==> config.mk <==
export PLATFORM = sky130hd
export DESIGN_NAME = sar_divider_arbiter
export DESIGN_NICKNAME = d
export VERILOG_FILES = /design/src/rtl/sar_div_pkg.sv /design/src/rtl/sar_divider_arbiter_rr.sv /design/src/rtl/sar_divider_arbiter.sv
export SDC_FILE = /design/constraint.sdc
export NUM_CORES = 1
export LEC_CHECK = 0
export BUFFER_PORTS_ARGS = -buffer_cell sky130_fd_sc_hd__buf_2
export CAP_MARGIN = 20
export CORE_AREA = 2 2 194 196
export DETAILED_ROUTE_END_ITERATION = 6
export DIE_AREA = 0 0 196 198
export GPL_ROUTABILITY_DRIVEN = 0
export PLACE_DENSITY = 0.45
export RECOVER_POWER = 25
export SLEW_MARGIN = 20
export SYNTH_ARGS = -nofsm -noshare
export SYNTH_HDL_FRONTEND = slang
export SYNTH_SLANG_ARGS = --single-unit
export TNS_END_PERCENT = 30
==> constraint.sdc <==
create_clock -name clk -period 3.8 [get_ports clk]
set_input_delay 0.38 -clock clk [delete_from_list [all_inputs] [get_ports clk]]
set_output_delay 0.38 -clock clk [all_outputs]
set_load 0.1 [all_outputs]
==> src/rtl/sar_div_pkg.sv <==
// Shared types and constants for the round-robin front end of the iterative SAR divider.
package sar_div_pkg;

  typedef enum logic [1:0] {
    IDLE,
    LOAD,
    RUN,
    RESP
  } state_t;

  localparam int BITS_DEFAULT = 40;

  // Wide enough for any supported BITS; truncate at the point of use.
  localparam logic [63:0] DZ_RESULT = '1;

endpackage

==> src/rtl/sar_divider_arbiter_rr.sv <==
// Combinational round-robin pick: first set request at or after ptr, searching cyclically.
module rr_arbiter #(
  parameter int NREQ = 4,
  parameter int IW   = (NREQ > 1) ? $clog2(NREQ) : 1
) (
  input  logic [NREQ-1:0] req,
  input  logic [IW-1:0]   ptr,
  output logic            grant_any,
  output logic [NREQ-1:0] grant_onehot,
  output logic [IW-1:0]   grant_idx
);

  logic [IW:0] cand;

  // NOTE: every output gets a default before the loop, so no path leaves a value held and no latch is inferred.
  always_comb begin
    grant_any    = 1'b0;
    grant_onehot = '0;
    grant_idx    = '0;
    cand         = '0;
    for (int i = 0; i < NREQ; i++) begin
      cand = {1'b0, ptr} + (IW+1)'(i);
      if (cand >= (IW+1)'(NREQ)) cand = cand - (IW+1)'(NREQ);
      if (!grant_any && req[cand[IW-1:0]]) begin
        grant_any                   = 1'b1;
        grant_onehot[cand[IW-1:0]] = 1'b1;
        grant_idx                   = cand[IW-1:0];
      end
    end
  end

endmodule

==> src/rtl/sar_divider_arbiter.sv <==
// Shares one iterative SAR divider among NREQ requesters, round-robin, one operation at a time.
// Optional: define SAR_DIV_ZERO_BYPASS_EN to answer divisor==0 directly without using the divider.
module sar_divider_arbiter
  import sar_div_pkg::*;
#(
  parameter int BITS         = BITS_DEFAULT,
  parameter int NREQ         = 4,
  parameter int START_CYCLES = 2
) (
  input  logic                 clk,
  input  logic                 reset,
  input  logic [NREQ-1:0]      req_valid,
  output logic [NREQ-1:0]      req_ready,
  input  logic [NREQ*BITS-1:0] req_dividend,
  input  logic [NREQ*BITS-1:0] req_divisor,
  output logic [NREQ-1:0]      rsp_valid,
  input  logic [NREQ-1:0]      rsp_ready,
  output logic [BITS-1:0]      rsp_result,
  output logic                 rsp_dz,
  output logic [BITS-1:0]      div_dividendo,
  output logic [BITS-1:0]      div_divisor,
  output logic                 div_reset,
  input  logic [BITS-1:0]      div_result,
  input  logic                 div_ready
);

  localparam int IW = (NREQ > 1) ? $clog2(NREQ) : 1;
  localparam int CW = (START_CYCLES > 1) ? $clog2(START_CYCLES) : 1;

  state_t          state;
  logic [IW-1:0]   rr_ptr;
  logic [IW-1:0]   grant_q;
  logic [CW-1:0]   load_cnt;
  logic            run_first;

  logic            grant_any;
  logic [NREQ-1:0] grant_onehot;
  logic [IW-1:0]   grant_idx;
  logic [BITS-1:0] sel_dividend;
  logic [BITS-1:0] sel_divisor;

  rr_arbiter #(.NREQ(NREQ), .IW(IW)) u_rr (
    .req          (req_valid),
    .ptr          (rr_ptr),
    .grant_any    (grant_any),
    .grant_onehot (grant_onehot),
    .grant_idx    (grant_idx)
  );

  assign sel_dividend = req_dividend[grant_idx*BITS +: BITS];
  assign sel_divisor  = req_divisor[grant_idx*BITS +: BITS];

  // NOTE: state is updated with non-blocking assignments so every register sees pre-edge values.
  always_ff @(posedge clk or posedge reset) begin
    if (reset) begin
      state         <= IDLE;
      rr_ptr        <= '0;
      grant_q       <= '0;
      load_cnt      <= '0;
      run_first     <= 1'b0;
      req_ready     <= '0;
      rsp_valid     <= '0;
      rsp_result    <= '0;
`ifdef SAR_DIV_ZERO_BYPASS_EN
      rsp_dz        <= 1'b0;
`endif
      div_reset     <= 1'b1;
      div_dividendo <= '0;
      div_divisor   <= '0;
    end else begin
      req_ready <= '0;
      case (state)
        IDLE: begin
          if (grant_any) begin
            req_ready <= grant_onehot;
            grant_q   <= grant_idx;
            rr_ptr    <= (grant_idx == IW'(NREQ-1)) ? '0 : grant_idx + 1'b1;
            load_cnt  <= '0;
`ifdef SAR_DIV_ZERO_BYPASS_EN
            if (sel_divisor == '0) begin
              state <= RESP;
            end else begin
              div_dividendo <= sel_dividend;
              div_divisor   <= sel_divisor;
              state         <= LOAD;
            end
`else
            div_dividendo <= sel_dividend;
            div_divisor   <= sel_divisor;
            state         <= LOAD;
`endif
          end
        end
        LOAD: begin
          if (load_cnt == CW'(START_CYCLES-1)) begin
            div_reset <= 1'b0;
            run_first <= 1'b1;
            state     <= RUN;
          end else begin
            load_cnt <= load_cnt + 1'b1;
          end
        end
        RUN: begin
          // A done flag left over from the previous run may still be high in the first cycle.
          if (run_first) begin
            run_first <= 1'b0;
          end else if (div_ready) begin
            rsp_result <= div_result;
            rsp_valid  <= NREQ'(1) << grant_q;
`ifdef SAR_DIV_ZERO_BYPASS_EN
            rsp_dz     <= 1'b0;
`endif
            div_reset  <= 1'b1;
            state      <= RESP;
          end
        end
        RESP: begin
`ifdef SAR_DIV_ZERO_BYPASS_EN
          if (rsp_valid == '0) begin
            rsp_valid  <= NREQ'(1) << grant_q;
            rsp_result <= BITS'(DZ_RESULT);
            rsp_dz     <= 1'b1;
          end else if (rsp_ready[grant_q]) begin
            rsp_valid <= '0;
            div_reset <= 1'b1;
            state     <= IDLE;
          end
`else
          if (rsp_ready[grant_q]) begin
            rsp_valid <= '0;
            div_reset <= 1'b1;
            state     <= IDLE;
          end
`endif
        end
        default: state <= IDLE;
      endcase
    end
  end

`ifndef SAR_DIV_ZERO_BYPASS_EN
  assign rsp_dz = 1'b0;
`endif

endmodule

==> metrics.csv <==
metric,value,unit
routedWlPerCell,18.4,µm
synth-warning-count,0,
violations,"capacitance limit, slew limit",
hold_viol_final,0,
grt_pass1_wl,43.7,mm
crit_buf_inv,2,
clkLatencyLatePin,430,ps
place_area,11100,µm²
cts_made_buffers,17,
drt_iter0_markers,265,
synthArstFlopShare,100,%
arrival,3680,ps
syn-instance-count,654,
max-cap-violations,1,
nets,1516,
critPathMaxFanout,28,
dp_hpwl,23.0,mm
start_kind,flip-flop,
routed_wirelength,29.8,mm
path_delay_family,simple AND/OR/NAND/NOR gates,
crit_required,4090,ps
n_antenna_cell,0,
final_cell_area,11700,µm²
core-area,37000,µm²
fin_crit_sh,89.2,%
cp_slowest_cell,dfrtp_1,
min_path_type,input pin to flip-flop,
area.growth.synth_to_final,45.0,%
finalSetupViolations,0,
period_needed,3390,ps
yosysSeqAreaShare,42.6,%
num_rows,71,
synthesis.area,8050,µm²
tightestPinTransition,1730,ps
rsz0062_at_grt,no,
first_global_vias,7406,
slew_headroom,-15.0,%
max_stage_delay,550,ps
cts.htree.levels,4,
cts_resized,0,
antenna_found_initial,2,
outcome,"complete, but fails checks",
drv_slew,31,
tritoncts,done,
finalSetupTns,0,ps
path_clk_slew,70,ps
num_vias,7124,
crit_type,flip-flop to flip-flop,
port_buffers,499,
clock_sinks,137,
grt_overflow,0,
cp_cell_sequence,"inv_1, ha_1, mux4_2, or3_4, o22ai_1, or2_4, buf_12, o221ai_2",
grt_max_degree,91,
synth_edf_count,0,
vias_per_cell,4.40,
skew,12.1,ps
critPathCaptureType,flip-flop,
clockRootBuffer,clkbuf_16,
cts_setup_buffers,0,
fmax,295,MHz
synth_seq_cells,137,
start_util,21.8,%
syn_nets,1037,
ioPinCount,501,
nFillCells,3851,
drc,0,
cts.hold.buffers_added,0,
clockBufferDepth,2,
yosysUniqueCellTypes,39,
dieArea,38800,µm²
die-width,196,µm
dr.pass1.iters,4,
syn_avg_cell_area,12.3,µm²
hold_ws,174,ps
layout-drive-gt1-share,58.6,%
ys.flop_type,dfrtp_1,
die_h,198,µm
grt_usage,14.9,%
ant_nets,0,
==> registers in the layout, summed over array words and instances (netlist names) <==
| register | flops |
|---|---|
| div_dividendo | 40 |
| div_divisor | 40 |
| rsp_result | 40 |
| req_ready | 4 |
| rsp_valid | 4 |
| grant_q | 2 |
| rr_ptr | 2 |
| state | 2 |
| div_reset | 1 |
| load_cnt | 1 |
| run_first | 1 |
==> path summary, 6_finish.rpt <==
check                                       startpoint                     endpoint  slack (ps)  depth (start not counted)
setup / recovery                 rr_ptr[1]$_DFFE_PP0P_   div_divisor[3]$_DFFE_PP0P_         410                          8
hold / removal                          div_result[36]   rsp_result[36]$_DFFE_PP0P_         170                          2
setup reg to reg                 rr_ptr[1]$_DFFE_PP0P_   div_divisor[3]$_DFFE_PP0P_         410                          8
hold reg to reg            div_divisor[38]$_DFFE_PP0P_  div_divisor[38]$_DFFE_PP0P_         480                          2
max in group asynchronous                        reset   div_divisor[0]$_DFFE_PP0P_         670                          5
min in group asynchronous                        reset    rsp_result[3]$_DFFE_PP0P_         520                          3
==> stage by stage <==
step / setup slack, ps / std cells / utilization [%]
2_1_floorplan: 847 / 654 / -
3_3_place_gp: 462 / 1586 / 29.9
3_5_place_dp: 375 / 1586 / 29.9
4_1_cts: 356 / 1618 / 31.6
5_1_grt: 98.8 / 1620 / 31.6
6_report: 411 / 1620 / 31.6
==> area by class of cell <==
type / instances / area (µm²) / area share [%]
Tap cell: 474 / 593 / 5.08
Multi-Input combinational cell: 454 / 4270 / 36.6
Inverter: 9 / 35.0 / 0.300
Sequential cell: 137 / 3430 / 29.4
Timing Repair Buffer: 514 / 2720 / 23.3
Clock inverter: 12 / 173 / 1.48
Clock buffer: 20 / 457 / 3.91
==> cell usage after synthesis, types with 7 or more instances <==
master	number	area (µm²)
o221ai_1	10	87.6
mux2i_1	163	1630
dfrtp_1	136	3400
o221ai_2	70	1050
buf_4	10	75.1
inv_1	9	33.8
buf_2	19	95.1
ha_1	12	150
mux2_2	45	507
nand2_1	85	319
o21ai_0	7	35.0
nor2_1	18	67.6
buf_6	11	124
clkbuf_1	9	33.8
==> placed cells by master, fill, tap and decap left out, drive strengths merged, types with 2 or more instances in the layout <==
cell | Yosys | final
a21oi | 4 | 4
a221oi | 4 | 4
a22oi | 4 | 4
buf | 44 | 510
bufinv | 0 | 4
clkbuf | 10 | 23
clkinv | 0 | 3
clkinvlp | 0 | 6
dfrtp | 136 | 136
ha | 12 | 12
inv | 9 | 8
mux2 | 45 | 45
mux2i | 163 | 163
mux4 | 5 | 5
nand2 | 85 | 85
nand2b | 2 | 2
nand3b | 2 | 2
nor2 | 19 | 19
nor2b | 4 | 4
o21ai | 9 | 9
o221ai | 80 | 80
o22ai | 2 | 2
xnor2 | 3 | 3
==> kinds of logic (layout without fill, tap and decap cells) <==
| logic type | Yosys count | in the layout | synth area share (%) |
|---|---|---|---|
| adders and majority gates | 12 | 12 | 1.87 |
| AOI/OAI and AO/OA | 107 | 107 | 16.3 |
| DFF | 137 | 137 | 42.6 |
| other | 1 | 1 | 0.0466 |
| buffers and inverters | 63 | 555 | 4.77 |
| and+or+nand+nor | 118 | 118 | 6.14 |
| muxes | 213 | 213 | 28.0 |
| xor gates and xnor gates | 3 | 3 | 0.326 |
==> per-layer routing <==
metal	vias to the layer above	global-route usage [%]	part of all wire, %
met4	4	4.29	1.4
met5	-	0	0.091
li1	3403	-	-
met2	255	25.6	50
met3	27	3.76	5.5
met1	3435	18.5	43
Power is not shown: default switching activity piles up to over one toggle a cycle in this logic, so the estimate is an artifact.
